## config.mk

```make
export PLATFORM = sky130hd
export DESIGN_NAME = decode_round_scheduler
export DESIGN_NICKNAME = d
export VERILOG_FILES = /design/src/rtl/helios_sched_pkg.sv /design/src/rtl/syndrome_fifo.sv /design/src/rtl/decode_round_scheduler.sv
export SDC_FILE = /design/constraint.sdc
export NUM_CORES = 1
export LEC_CHECK = 0
export BUFFER_PORTS_ARGS = -buffer_cell sky130_fd_sc_hd__buf_4
export CAP_MARGIN = 10
export CORE_ASPECT_RATIO = 1.1
export CORE_MARGIN = 4
export CORE_UTILIZATION = 40
export DETAILED_ROUTE_END_ITERATION = 6
export GPL_TIMING_DRIVEN = 0
export HOLD_SLACK_MARGIN = 0.05
export PLACE_DENSITY = 0.65
export SYNTH_ARGS = -nofsm -noshare
export SYNTH_HDL_FRONTEND = slang
export SYNTH_HIERARCHICAL = 1
export SYNTH_SLANG_ARGS = --single-unit
```

## constraint.sdc

```tcl
create_clock -name clk -period 3.5 [get_ports clk]
set_clock_uncertainty 0.2 [all_clocks]
set_input_delay 0.875 -clock clk [delete_from_list [all_inputs] [get_ports clk]]
set_output_delay 0.875 -clock clk [all_outputs]
set_load 0.005 [all_outputs]
```

## src/rtl/helios_sched_pkg.sv

```systemverilog
// Shared types and helpers for the Helios decode round scheduler and its syndrome FIFO.
package helios_sched_pkg;

    typedef enum logic [1:0] {
        IDLE  = 2'd0,
        LOAD  = 2'd1,
        START = 2'd2,
        WAIT  = 2'd3
    } sched_state_t;

    localparam int CYCLE_COUNT_WIDTH = 32;

    // Width needed to hold an occupancy value in the range 0..depth.
    function automatic int occ_width(input int depth);
        return $clog2(depth + 1);
    endfunction

endpackage

```

## src/rtl/syndrome_fifo.sv

```systemverilog
// Small syndrome buffer between the host stream and the round scheduler.
// Power-of-two depth; pointers wrap naturally, occupancy is a registered count.
module syndrome_fifo
    import helios_sched_pkg::*;
#(
    parameter int WIDTH = 18,
    parameter int DEPTH = 4,
    localparam int PTR_W = (DEPTH > 1) ? $clog2(DEPTH) : 1,
    localparam int CNT_W = occ_width(DEPTH)
) (
    input  logic             clk,
    input  logic             rst_n,
    input  logic             push_i,
    input  logic             pop_i,
    input  logic [WIDTH-1:0] wdata_i,
    output logic [WIDTH-1:0] rdata_o,
    output logic             full_o,
    output logic             empty_o,
    output logic [CNT_W-1:0] count_o
);

    logic [WIDTH-1:0] mem_q [DEPTH];
    logic [PTR_W-1:0] wr_ptr_q;
    logic [PTR_W-1:0] rd_ptr_q;
    logic [CNT_W-1:0] count_q;
    logic             do_push;
    logic             do_pop;

    assign full_o  = (count_q == CNT_W'(DEPTH));
    assign empty_o = (count_q == '0);
    assign do_push = push_i && !full_o;
    assign do_pop  = pop_i && !empty_o;
    assign rdata_o = mem_q[rd_ptr_q];
    assign count_o = count_q;

    always_ff @(posedge clk or negedge rst_n) begin
        if (!rst_n) begin
            wr_ptr_q <= '0;
            rd_ptr_q <= '0;
            count_q  <= '0;
        end else begin
            if (do_push) begin
                wr_ptr_q <= wr_ptr_q + PTR_W'(1);
            end
            if (do_pop) begin
                rd_ptr_q <= rd_ptr_q + PTR_W'(1);
            end
            if (do_push && !do_pop) begin
                count_q <= count_q + CNT_W'(1);
            end else if (!do_push && do_pop) begin
                count_q <= count_q - CNT_W'(1);
            end
        end
    end

    // Storage needs no reset: the count gates every read that matters.
    always_ff @(posedge clk) begin
        if (do_push) begin
            mem_q[wr_ptr_q] <= wdata_i;
        end
    end

endmodule

```

## src/rtl/decode_round_scheduler.sv

```systemverilog
// Sequences buffered syndrome rounds into the Helios decoder and returns captured results.
// Optional watchdog in WAIT is enabled with the HELIOS_WATCHDOG_EN macro.
//
// state | meaning
// IDLE  | waiting for a buffered round and no unacknowledged result
// LOAD  | latch FIFO head onto dec_measurements, pop it
// START | one-cycle new_round_start pulse, clear guard/watchdog
// WAIT  | wait out the guard window, then capture result (or time out)
module decode_round_scheduler
    import helios_sched_pkg::*;
#(
    parameter int PU_COUNT         = 18,
    parameter int CORRECTION_COUNT = 33,
    parameter int FIFO_DEPTH       = 4,
    parameter int GUARD_CYCLES     = 2
`ifdef HELIOS_WATCHDOG_EN
    ,
    parameter int TIMEOUT_CYCLES   = 4096
`endif
) (
    input  logic                                clk,
    input  logic                                reset,
    input  logic                                in_valid,
    output logic                                in_ready,
    input  logic [PU_COUNT-1:0]                 in_measurements,
    output logic [PU_COUNT-1:0]                 dec_measurements,
    output logic                                dec_new_round_start,
    input  logic                                dec_result_valid,
    input  logic [CORRECTION_COUNT-1:0]         dec_correction,
    input  logic [CYCLE_COUNT_WIDTH-1:0]        dec_cycle_counter,
    output logic                                out_valid,
    input  logic                                out_ready,
    output logic [CORRECTION_COUNT-1:0]         out_correction,
    output logic [CYCLE_COUNT_WIDTH-1:0]        out_cycles,
    output logic                                out_timeout,
    output logic [occ_width(FIFO_DEPTH)-1:0]    fifo_count
);

    localparam int GUARD_W = (GUARD_CYCLES > 0) ? $clog2(GUARD_CYCLES + 1) : 1;
    localparam logic [GUARD_W-1:0] GUARD_MAX = GUARD_W'(GUARD_CYCLES);

    sched_state_t                   state_q, state_d;
    logic [PU_COUNT-1:0]            dec_meas_q, dec_meas_d;
    logic [GUARD_W-1:0]             guard_q, guard_d;
    logic                           out_valid_q, out_valid_d;
    logic [CORRECTION_COUNT-1:0]    out_corr_q, out_corr_d;
    logic [CYCLE_COUNT_WIDTH-1:0]   out_cyc_q, out_cyc_d;

    logic                           fifo_push;
    logic                           fifo_pop;
    logic                           fifo_full;
    logic                           fifo_empty;
    logic [PU_COUNT-1:0]            fifo_head;
    logic                           capture;
    logic                           timeout;
    logic [CYCLE_COUNT_WIDTH-1:0]   timeout_value;

    assign in_ready  = !fifo_full;
    assign fifo_push = in_valid && !fifo_full;

    syndrome_fifo #(
        .WIDTH (PU_COUNT),
        .DEPTH (FIFO_DEPTH)
    ) u_fifo (
        .clk     (clk),
        .rst_n   (reset),
        .push_i  (fifo_push),
        .pop_i   (fifo_pop),
        .wdata_i (in_measurements),
        .rdata_o (fifo_head),
        .full_o  (fifo_full),
        .empty_o (fifo_empty),
        .count_o (fifo_count)
    );

    // The guard window hides the result_valid still asserted from the previous round.
    assign capture = (state_q == WAIT) && (guard_q == GUARD_MAX) && dec_result_valid;

`ifdef HELIOS_WATCHDOG_EN
    logic [CYCLE_COUNT_WIDTH-1:0] wdog_q, wdog_d;
    logic                         out_timeout_q, out_timeout_d;

    assign timeout_value = CYCLE_COUNT_WIDTH'(TIMEOUT_CYCLES);
    assign timeout       = (state_q == WAIT) && (wdog_q == timeout_value - CYCLE_COUNT_WIDTH'(1));
    assign out_timeout   = out_timeout_q;

    always_comb begin
        wdog_d        = wdog_q;
        out_timeout_d = out_timeout_q;
        if (state_q == START) begin
            wdog_d = '0;
        end else if (state_q == WAIT) begin
            wdog_d = wdog_q + CYCLE_COUNT_WIDTH'(1);
        end
        if (capture) begin
            out_timeout_d = 1'b0;
        end else if (timeout) begin
            out_timeout_d = 1'b1;
        end
    end

    always_ff @(posedge clk or negedge reset) begin
        if (!reset) begin
            wdog_q        <= '0;
            out_timeout_q <= 1'b0;
        end else begin
            wdog_q        <= wdog_d;
            out_timeout_q <= out_timeout_d;
        end
    end
`else
    assign timeout_value = '0;
    assign timeout       = 1'b0;
    assign out_timeout   = 1'b0;
`endif

    always_ff @(posedge clk or negedge reset) begin
        if (!reset) begin
            state_q <= IDLE;
        end else begin
            state_q <= state_d;
        end
    end

    always_comb begin
        state_d = state_q;
        case (state_q)
            IDLE:    if (!fifo_empty && !out_valid_q) state_d = LOAD;
            LOAD:    state_d = START;
            START:   state_d = WAIT;
            WAIT:    if (capture || timeout) state_d = IDLE;
            default: state_d = IDLE;
        endcase
    end

    always_comb begin
        dec_meas_d          = dec_meas_q;
        guard_d             = guard_q;
        out_valid_d         = out_valid_q;
        out_corr_d          = out_corr_q;
        out_cyc_d           = out_cyc_q;
        dec_new_round_start = 1'b0;
        fifo_pop            = 1'b0;

        if (out_valid_q && out_ready) begin
            out_valid_d = 1'b0;
        end

        case (state_q)
            LOAD: begin
                dec_meas_d = fifo_head;
                fifo_pop   = 1'b1;
            end
            START: begin
                dec_new_round_start = 1'b1;
                guard_d             = '0;
            end
            WAIT: begin
                if (guard_q != GUARD_MAX) begin
                    guard_d = guard_q + GUARD_W'(1);
                end
                // A real result wins over a watchdog expiry in the same cycle.
                if (capture) begin
                    out_corr_d  = dec_correction;
                    out_cyc_d   = dec_cycle_counter;
                    out_valid_d = 1'b1;
                end else if (timeout) begin
                    out_corr_d  = '0;
                    out_cyc_d   = timeout_value;
                    out_valid_d = 1'b1;
                end
            end
            default: ;
        endcase
    end

    always_ff @(posedge clk or negedge reset) begin
        if (!reset) begin
            dec_meas_q  <= '0;
            guard_q     <= '0;
            out_valid_q <= 1'b0;
            out_corr_q  <= '0;
            out_cyc_q   <= '0;
        end else begin
            dec_meas_q  <= dec_meas_d;
            guard_q     <= guard_d;
            out_valid_q <= out_valid_d;
            out_corr_q  <= out_corr_d;
            out_cyc_q   <= out_cyc_d;
        end
    end

    assign dec_measurements = dec_meas_q;
    assign out_valid        = out_valid_q;
    assign out_correction   = out_corr_q;
    assign out_cycles       = out_cyc_q;

endmodule

```

==> results of run 1 <==
state kept, by name, indices dropped and copies added (netlist names):
register          count
u_fifo/mem_q         72
out_correction       33
out_cycles           32
dec_measurements     18
u_fifo/count_o        3
guard_q               2
state_q               2
u_fifo/rd_ptr_q       2
u_fifo/wr_ptr_q       2
out_valid             1
logic make-up (layout without fill, tap and decap cells):
family                     count (synthesis)  in the layout  synth area share [%]
DFF                                      167            167                  69.1
muxes                                    104            104                  23.2
buffers and inverters                     24            232                  2.30
and+or+nand+nor                           18             18                  1.64
adders and majority gates                 11             11                  2.21
AOI/OAI and AO/OA                          7              7                 0.742
xor gates and xnor gates                   6              6                 0.800
other                                      1              1                0.0571
power by group through the flow:
stage	Clock (µW)	Combinational, µW	Sequential (µW)
after CTS	1970	2440	3030
after global placement	0	2380	3020
after floorplan	0	1320	3030
after detailed placement	0	2440	3060
after global routing	2060	2600	3090
final	1920	2370	3020
per-stage QoR:
stage                     worst slack (ps)  power, µW
after global placement                 668       5410
final                                 1080       7310
after floorplan                       1010       4350
after detailed placement               691       5500
after CTS                             1050       7440
after global routing                   930       7750
layer usage:
layer	up-vias	GRT usage, %	share of wire, %
met3	20	3.60	4.6
met1	1820	18.3	39
met4	0	6.84	2.0
met5	-	0	0
met2	91	26.1	54
li1	1641	-	-
final cells by class:
type / instances / area [µm²]
tap: 200 / 250
buffer: 15 / 118
clock buffer: 19 / 443
clock inverter: 13 / 171
multi-input combinational: 147 / 1880
inverter: 9 / 33.8
fill: 1276 / 7150
sequential: 167 / 4540
timing repair buffer: 176 / 1330
cell usage in the layout (no fill, tap or decap), types with 7 or more instances in the layout:
cell / Yosys / routed
mux2_4: 40 / 40
ha_1: 10 / 10
mux2_2: 46 / 46
mux4_2: 18 / 18
buf_2: 7 / 7
dfrtp_1: 95 / 95
inv_1: 9 / 9
buf_4: 2 / 177
edfxtp_1: 72 / 72
clkbuf_16: 0 / 17
buf_6: 6 / 7
final timing paths:
path / start / endpoint / slack (ps) / cells past startpoint
min in group asynchronous: reset / out_cycles[3]$_DFFE_PN0P_ / 340 / 1
hold / removal: out_correction[32]$_DFFE_PN0P_ / out_correction[32]$_DFFE_PN0P_ / 300 / 1
hold reg to reg: out_correction[32]$_DFFE_PN0P_ / out_correction[32]$_DFFE_PN0P_ / 300 / 1
setup reg to reg: u_fifo/count_o[2]$_DFFE_PN0P_ / u_fifo/mem_q[1][2]$_DFFE_PP_ / 1080 / 5
max in group asynchronous: reset / out_correction[20]$_DFFE_PN0P_ / 2140 / 1
setup / recovery: u_fifo/count_o[2]$_DFFE_PN0P_ / u_fifo/mem_q[1][2]$_DFFE_PP_ / 1080 / 5
==> metrics, run 1 <==
status=finished, final reports clean; net switching power=about 2000 µW; Yosys warning total=6; die width=130 µm; RSZ-0062 raised after global routing=false; leak pwr=0.00400 µW; Top delay family on crit path=simple AND/OR/NAND/NOR gates; Routed Antenna Nets=0; Yosys cell types=28; initial antenna violation count=0; final setup vio count=0; first-pass GRT wire length=21300 µm; #FFs+latches synth=167; drt pass-1 iters=4; Final min period=2420 ps; Seq/Total Area, Yosys=69.1%; total CTS buffers=17; dpl cell area=8140 µm²; count leader, synth=dfrtp_1; core region area=15900 µm²; Die H=142 µm; Nets=around 630; via count=3572; H-tree depth=4; Clock power frac=around a quarter; number of global-route vias before repair=3956; wire per inst=18.3 µm; Avg Vias per Cell=4.79; RD Place Congestion=0.721; Post-synth EDFFs=between 70 and 80; I/O pins=178; crit path cell chain=nor3b_2 -> nor2b_1 -> nor2b_1 -> buf_6 -> and2_1; DP HPWL=9570 µm; Max clock buf depth=2; synthesized area=6570 µm²; # hold bufs at CTS=0; post-cts resize count=0; startpoint types=register; P per Cell Area=834 nW/µm²; area growth from synthesis to layout=33.3%; Setup Buffers After CTS=0; Worst Hold Class=reg -> reg; Mapped Nets=437; switch share=27.2%; Flop pwr share=between 40% and 50%; Buf+Inv Stages, Crit Path=1; GRT Total Usage=15.3%; async set-reset flop share out of synthesis=56.9%; GRT overflow=0; Die Footprint=18500 µm²; Starting DRT DRC Count=191; Slew HR=30.5%; top cell type by total area after synthesis=dfrtp_1; CP Capture Type=register; clk sinks=roughly 170; Peak VDD IR=0.000345 V; CP required=between 3000 and 4000 ps; Finished Layout Cells=746; Slew @ Worst Pin=1040 ps; DRC viols=0; Critical-path top delay cell=and2_1; Clock Latency Late Sink=about 420 ps; Synth top cells by count=95 x dfrtp_1, 72 x edfxtp_1, 46 x mux2_2; Slew Viols, Final=0; WS Path Type=reg -> reg; fin crit share=about 69%; largest net degree at the start of global routing=96; biggest cell delay along the critical path=820 ps; Hold Worst Slack=roughly 300 ps; cells after synthesis=about 340; Placed Cells=714; Top FF cell, synth=dfrtp_1; final instance area=between 8000 and 9000 µm²; CP max FO=18; ant diodes=0; critical path's most frequent cell=nor2b_1; Comb power frac=32.5%; synthesized area per cell=19.4 µm²; top cells by area, synth=dfrtp_1 36%, edfxtp_1 33%, mux2_4 9.1%; # rows=48; Buffers on Ports=176; clk root buf=clkbuf_16; Hold Vio Cnt, Final=0; Max Clock Freq=414 MHz; final core utilization=55.1%; Yosys top cell area share=a little over a third; ratio of cells with drive above 1 in the final layout=60.1%; WL final=approximately 14000 µm; CTS tree=built; Worst EP arrival=2250 ps; Initial Util=41.3%; Int Pwr=roughly 5300 µW; setup TNS=0 ps; Clock Pin Slew Worst Setup and Hold Paths=60 ps; max_cap viols=0
Power figures use the tool's default switching activity.
==> inputs of run 2 (changes only) <==
--- a/config.mk
+++ b/config.mk
@@ -13,7 +13,7 @@
 export DETAILED_ROUTE_END_ITERATION = 6
 export GPL_TIMING_DRIVEN = 0
 export HOLD_SLACK_MARGIN = 0.05
-export PLACE_DENSITY = 0.65
+export PLACE_DENSITY = 0.67
 export SYNTH_ARGS = -nofsm -noshare
 export SYNTH_HDL_FRONTEND = slang
 export SYNTH_HIERARCHICAL = 1
==> constraint.sdc (replaced) <==
create_clock -name clk -period 2.2 [get_ports clk]
set_clock_uncertainty 0.2 [all_clocks]
set_input_delay 0.55 -clock clk [delete_from_list [all_inputs] [get_ports clk]]
set_output_delay 0.55 -clock clk [all_outputs]
set_load 0.005 [all_outputs]
==> run 2 against run 1 <==
  * Combinational power rose by 69%
  * Critical path depth rose by 3
  * Clock power rose by 55%
  * First-iteration DRC count fell by 29%
  * Total power rose by 61%
  * Global-route usage fell by 0.25 points
  * Maximum frequency rose by 11%
  * Critical path type unchanged
  * Cell count rose by 0.94%
  * Wire length rose by 0.12%
  * Worst hold slack got worse by 290 ps
  * Via count fell by 0.14%
  * Utilization rose by 0.57 points
==> metrics, run 2 (synthesis results as in run 1) <==
status=finished, final reports clean; Finished Layout Cells=753 (+0.94%); area of the multi-input gates=1930 µm² (+2.5%); clk root buf=clkbuf_16; Largest register FFs=72 (unchanged); Initial Util=41.3% (unchanged); leak pwr=0.00404 µW (+1.0%); WL final=13700 µm (+0.12%); commonest cells after routing, fill and taps aside=184 x buf_4, 93 x dfrtp_1, 72 x edfxtp_1, 46 x mux2_2, 40 x mux2_4; final setup vio count=0 (unchanged); CTS tree=built; Worst Hold Class=in -> async; final instance area=8850 µm² (+1.0%); startpoint types=register; Comb power frac=34.0% (+1.5 points); Worst EP arrival=2280 ps (+30 ps); initial antenna violation count=0 (unchanged); number of global-route vias before repair=3878 (-2.0%); Slew HR=41.0% (+11 points); drt pass-1 iters=4 (unchanged); met2 wire len=7460 µm (+0.58%); Clock Latency Late Sink=420 ps (about the same); filler cell count=1270 (-0.47%); Avg Vias per Cell=4.74 (-1.1%); crit path cell chain=nor3b_4 -> nor2b_1 -> nor2b_2 -> buf_6 -> ha_4 -> inv_2 -> fa_2 -> mux2_2; Final min period=2170 ps (-245 ps); most common cell after layout, fill and taps aside=buf_4; wire per inst=18.2 µm (-0.81%); Die H=142 µm (unchanged); Buffers on Ports=176 (unchanged); H-tree depth=4 (unchanged); DRC viols=0 (unchanged); Placed Cells=714 (unchanged); net switching power=3270 µW (+65%); Flop pwr share=40.7% (-0.6 points); Int Pwr=8510 µW (+60%); top sig layer=met4; RD Place Congestion=0.689 (-4.5%); # rows=48 (unchanged); Max Clock Freq=460 MHz (+11%); CP max FO=4 (-14); CP Capture Type=register; clk sinks=167 (unchanged); met1 WL=5310 µm (-0.71%); Hold Worst Slack=11.3 ps (-293 ps); core region area=15900 µm² (unchanged); dpl cell area=8150 µm² (about the same); die width=130 µm (unchanged); WS Path Type=reg -> reg; I/O pins=178 (unchanged); fin crit share=98.7% (+30 points); Clock power frac=25.3% (-0.9 points); Seq. cell area=4540 µm² (about the same); Slew @ Worst Pin=885 ps (-159 ps); biggest cell delay along the critical path=440 ps (-380 ps); Critical-path top delay cell=dfrtp_2; Tot Pwr=11800 µW (+61%); CP required=2310 ps (-1020 ps); largest net degree at the start of global routing=96 (unchanged); met3 WL post-DR=621 µm (-1.1%); total CTS buffers=17 (unchanged); final core utilization=55.6% (+0.57 points); Hold Vio Cnt, Final=0 (unchanged); ratio of cells with drive above 1 in the final layout=62.9% (+2.9 points); Peak VDD IR=0.000580 V (+68%); Max clock buf depth=2 (unchanged); # hold bufs at CTS=0 (unchanged); via count=3567 (-0.14%); GRT Total Usage=15.0% (-0.25 points); ant diodes=0 (unchanged); Die Footprint=18500 µm² (unchanged); GRT overflow=0 (unchanged); Clock Pin Slew Worst Setup and Hold Paths=70 ps (about the same); switch share=27.7% (+0.57 points); Starting DRT DRC Count=136 (-29%); P per Cell Area=1330 nW/µm² (+59%); Routed Antenna Nets=0 (unchanged); Nets=639 (+1.1%); DP HPWL=9620 µm (+0.46%); most flop-heavy register=u_fifo/mem_q; area growth from synthesis to layout=34.7%; max_cap viols=0 (unchanged); first-pass GRT wire length=20900 µm (-1.9%); Slew Viols, Final=0 (unchanged); RSZ-0062 raised after global routing=true
run 2: cell types whose count changed in the layout (fill, tap and decap cells not counted), moves of 2 or more:
cell and delta:
and2_1 -4, and2_4 +4, buf_4 +7, clkinv_4 -2
dfrtp_1 -2, dfrtp_2 +2, inv_6 +3
run 2: repair_timing:
item / in CTS / in global routing
pin swaps: 5 / 1
setup buffers: 6 / 1
resized for setup: 13 / 6
endpoints found under the setup margin: 74 / 80
run 2: final timing paths:
kind                                                 end  cells after the start  slack [ps]                          start
max                        u_fifo/count_o[1]$_DFFE_PN0P_                      8          30  u_fifo/count_o[1]$_DFFE_PN0P_
min                            out_cycles[6]$_DFFE_PN0P_                      1          10                          reset
max reg2reg                u_fifo/count_o[1]$_DFFE_PN0P_                      8          30  u_fifo/count_o[1]$_DFFE_PN0P_
min reg2reg                   out_cycles[10]$_DFFE_PN0P_                      1         310     out_cycles[10]$_DFFE_PN0P_
max in group asynchronous     out_cycles[15]$_DFFE_PN0P_                      1        1170                          reset
min in group clk                     out_valid$_DFF_PN0_                      2         110                      out_ready
run 2: cell type report:
| class | count | area share, % |
|---|---|---|
| flip-flops and latches | 167 | 51.3 |
| multi-input cells | 147 | 21.8 |
| repair buffers | 183 | 15.6 |
| clock buffers | 18 | 4.96 |
| well taps | 200 | 2.83 |
| clock inverters | 14 | 1.82 |
| plain buffers | 15 | 1.36 |
| inverters | 9 | 0.382 |
run 2: worst max-delay path: cells and delay by family, from the launching register on:
kind,cells,cell delay [ps]
adders and majority gates,2,560
buffers and inverters,2,170
DFF,1,440
muxes,1,270
and+or+nand+nor,3,420
run 2: power groups by stage:
| stage | Clock, µW | Combinational, µW | Sequential [µW] |
|---|---|---|---|
| global route | 3220 | 4350 | 4910 |
| detailed placement | 0 | 3890 | 4880 |
| CTS | 3060 | 4060 | 4810 |
| finish | 2980 | 4000 | 4800 |
| floorplan | 0 | 2110 | 4820 |
| global placement | 0 | 3790 | 4820 |
run 2: per-layer routing:
metal,vias up,track usage [%]
met1,1800,17.9
li1,1654,-
met5,-,0
met3,24,3.72
met2,89,25.7
met4,0,6.67
run 2: per-stage QoR:
stage	setup TNS [ps]	setup WS (ps)
floorplan	-6.38	-6.38
global placement	-20190	-285
detailed placement	-19730	-330
CTS	0	4.19
global route	-42.0	-42.0
finish	0	28.4
==> inputs of run 3 (changes only) <==
--- a/config.mk
+++ b/config.mk
@@ -9,11 +9,11 @@
 export CAP_MARGIN = 10
 export CORE_ASPECT_RATIO = 1.1
 export CORE_MARGIN = 4
-export CORE_UTILIZATION = 40
+export CORE_UTILIZATION = 47
 export DETAILED_ROUTE_END_ITERATION = 6
 export GPL_TIMING_DRIVEN = 0
 export HOLD_SLACK_MARGIN = 0.05
-export PLACE_DENSITY = 0.67
+export PLACE_DENSITY = 0.78
 export SYNTH_ARGS = -nofsm -noshare
 export SYNTH_HDL_FRONTEND = slang
 export SYNTH_HIERARCHICAL = 1
==> run 3 against run 2 <==
  * Sequential power is essentially flat
  * Clock power shrank 3%
  * Non-clock buffer count grew 3
  * Critical endpoint is now u_fifo/count_o[2]$_DFFE_PN0P_
  * Largest cell class unchanged
==> metrics, run 3 (synthesis results as in run 1) <==
Die Footprint=15900 µm² (-14%); Worst Hold Class=in -> reg; Routed Antenna Nets=0 (unchanged); GRT busiest layer=met2; worst slack, placed=-243 ps (+87.0 ps); setup TNS=0 ps (unchanged); Critical path origin=u_fifo/count_o[2]$_DFFE_PN0P_; Buffers on Ports=176 (unchanged); GR Util met3=4.72% (+1.0 points); GRT Total Usage=18.2% (+3.2 points); initial antenna violation count=0 (unchanged); Hold Vio Cnt, Final=0 (unchanged); GRT met2 Usage=31.7% (+6.0 points); commonest cells after routing, fill and taps aside=186 x buf_4, 93 x dfrtp_1, 72 x edfxtp_1, 45 x mux2_2, 41 x mux2_4; Register-to-Register Path Depth=9 (+1); H-tree depth=4 (unchanged); ant diodes=0 (unchanged); ratio of cells with drive above 1 in the final layout=61.8% (-1.1 points); WHS Endpoint=out_valid$_DFF_PN0_; Hold Worst Slack=103 ps (+91.9 ps); status=finished, final reports clean; total CTS buffers=17 (unchanged); wire per inst=18.9 µm (+3.8%); Slew @ Worst Pin=719 ps (-166 ps); hold depth=2; Nets=642 (+0.47%); CP required=2340 ps (+30 ps); area growth from synthesis to layout=34.5%; most flop-heavy register=u_fifo/mem_q; first-pass GRT wire length=21900 µm (+5.1%); WL final=14000 µm (+2.4%); startpoint types=register; RR Startpoint=u_fifo/count_o[2]$_DFFE_PN0P_; Worst EP arrival=2330 ps (+50 ps); RD Place Congestion=0.755 (+9.7%); via count=3649 (+2.3%); number of global-route vias before repair=4044 (+4.3%); Final min period=2180 ps (+12.3 ps); most common cell after layout, fill and taps aside=buf_4; Initial Util=47.8% (+6.5 points); CP Capture Type=register; WS Path Type=reg -> reg; DP HPWL=9840 µm (+2.3%); met1 usage=20.8% (+2.9 points); Max Clock Freq=458 MHz (-0.56%); Slew Viols, Final=0 (unchanged); Largest register FFs=72 (unchanged); die width=121 µm (-7.3%); I/O pins=178 (unchanged); DRC viols=0 (unchanged); fin crit share=99.3% (+0.56 points); filler cell count=1029 (-19%); Starting DRT DRC Count=153 (+13%); # rows=45 (-6.3%); CTS tree=built; core region area=13700 µm² (-14%); Avg Vias per Cell=4.91 (+3.7%); drt pass-1 iters=4 (unchanged); reg-to-reg slack, setup=20 ps (about the same); largest net degree at the start of global routing=96 (unchanged); RR Endpoint=u_fifo/count_o[2]$_DFFE_PN0P_; GRT overflow=0 (unchanged); clk sinks=167 (unchanged); max_cap viols=0 (unchanged); hold path startpoint=out_ready; final setup vio count=0 (unchanged); Clock Latency Late Sink=420 ps (about the same); Peak VDD IR=0.000672 V (+16%); leak pwr=0.00404 µW (-0.14%); Die H=132 µm (-7.3%); Clock Pin Slew Worst Setup and Hold Paths=60 ps (about the same); worst setup margin=16.1 ps (-12.3 ps); Max clock buf depth=2 (unchanged); clk root buf=clkbuf_16; Slew HR=52.1% (+11 points); CP max FO=3 (-1); RSZ-0062 raised after global routing=true; Tot Pwr=11700 µW (-0.39%); P per Cell Area=1330 nW/µm² (-0.22%)
==> run 3: through the flow <==
stage	std cells	instance area (µm²)	util [%]
after global routing	743	8840	64.3
after CTS	738	8770	63.9
final	743	8840	64.3
after global placement	702	8130	59.2
after floorplan	338	6570	-
after detailed placement	702	8130	59.2
==> run 3: layout make-up <==
| class | count | area, µm² | area share [%] |
|---|---|---|---|
| repair buffers | 186 | 1410 | 16.0 |
| plain buffers | 15 | 118 | 1.33 |
| clock buffers | 22 | 444 | 5.03 |
| flip-flops and latches | 167 | 4540 | 51.4 |
| well taps | 188 | 235 | 2.66 |
| clock inverters | 9 | 128 | 1.44 |
| multi-input cells | 147 | 1930 | 21.8 |
| inverters | 9 | 33.8 | 0.382 |
==> run 3: worst max path at each step <==
| stage | end |
|---|---|
| after detailed placement | u_fifo/mem_q[2][0]$_DFFE_PP_ |
| after CTS | u_fifo/count_o[2]$_DFFE_PN0P_ |
| after global placement | u_fifo/mem_q[0][0]$_DFFE_PP_ |
| after global routing | u_fifo/count_o[2]$_DFFE_PN0P_ |
| final | u_fifo/count_o[2]$_DFFE_PN0P_ |
| after floorplan | u_fifo/count_o[1]$_DFFE_PN0P_ |
==> run 3: worst max-delay path, stage by stage (launching register included) <==
cell and delay, ps:
dfrtp_1 380, buf_4 150, or3_4 360, nand2_4 90
ha_4 130, inv_2 30, fa_2 320, xor2_1 140
nor2_1 140, xor2_1 160
==> run 3: what timing repair did <==
action                                 CTS  global route
setup endpoints to repair               74             2
gates cloned                             0             0
gates resized for setup                 11             7
hold buffers                             0             1
pin swaps                                1             4
endpoints found under the hold margin    0            54
setup buffers                            5             3
==> run 3: power by group <==
part / switching [µW] / internal (µW) / total (µW)
Sequential: 488 / 4310 / 4800
Clock: 1120 / 1770 / 2890
Combinational: 1550 / 2500 / 4050
==> run 3: per-layer routing <==
layer	vias up	routed length [µm]
li1	1668	-
met1	1867	5400
met2	87	7610
met3	27	605
met4	0	399
met5	-	0
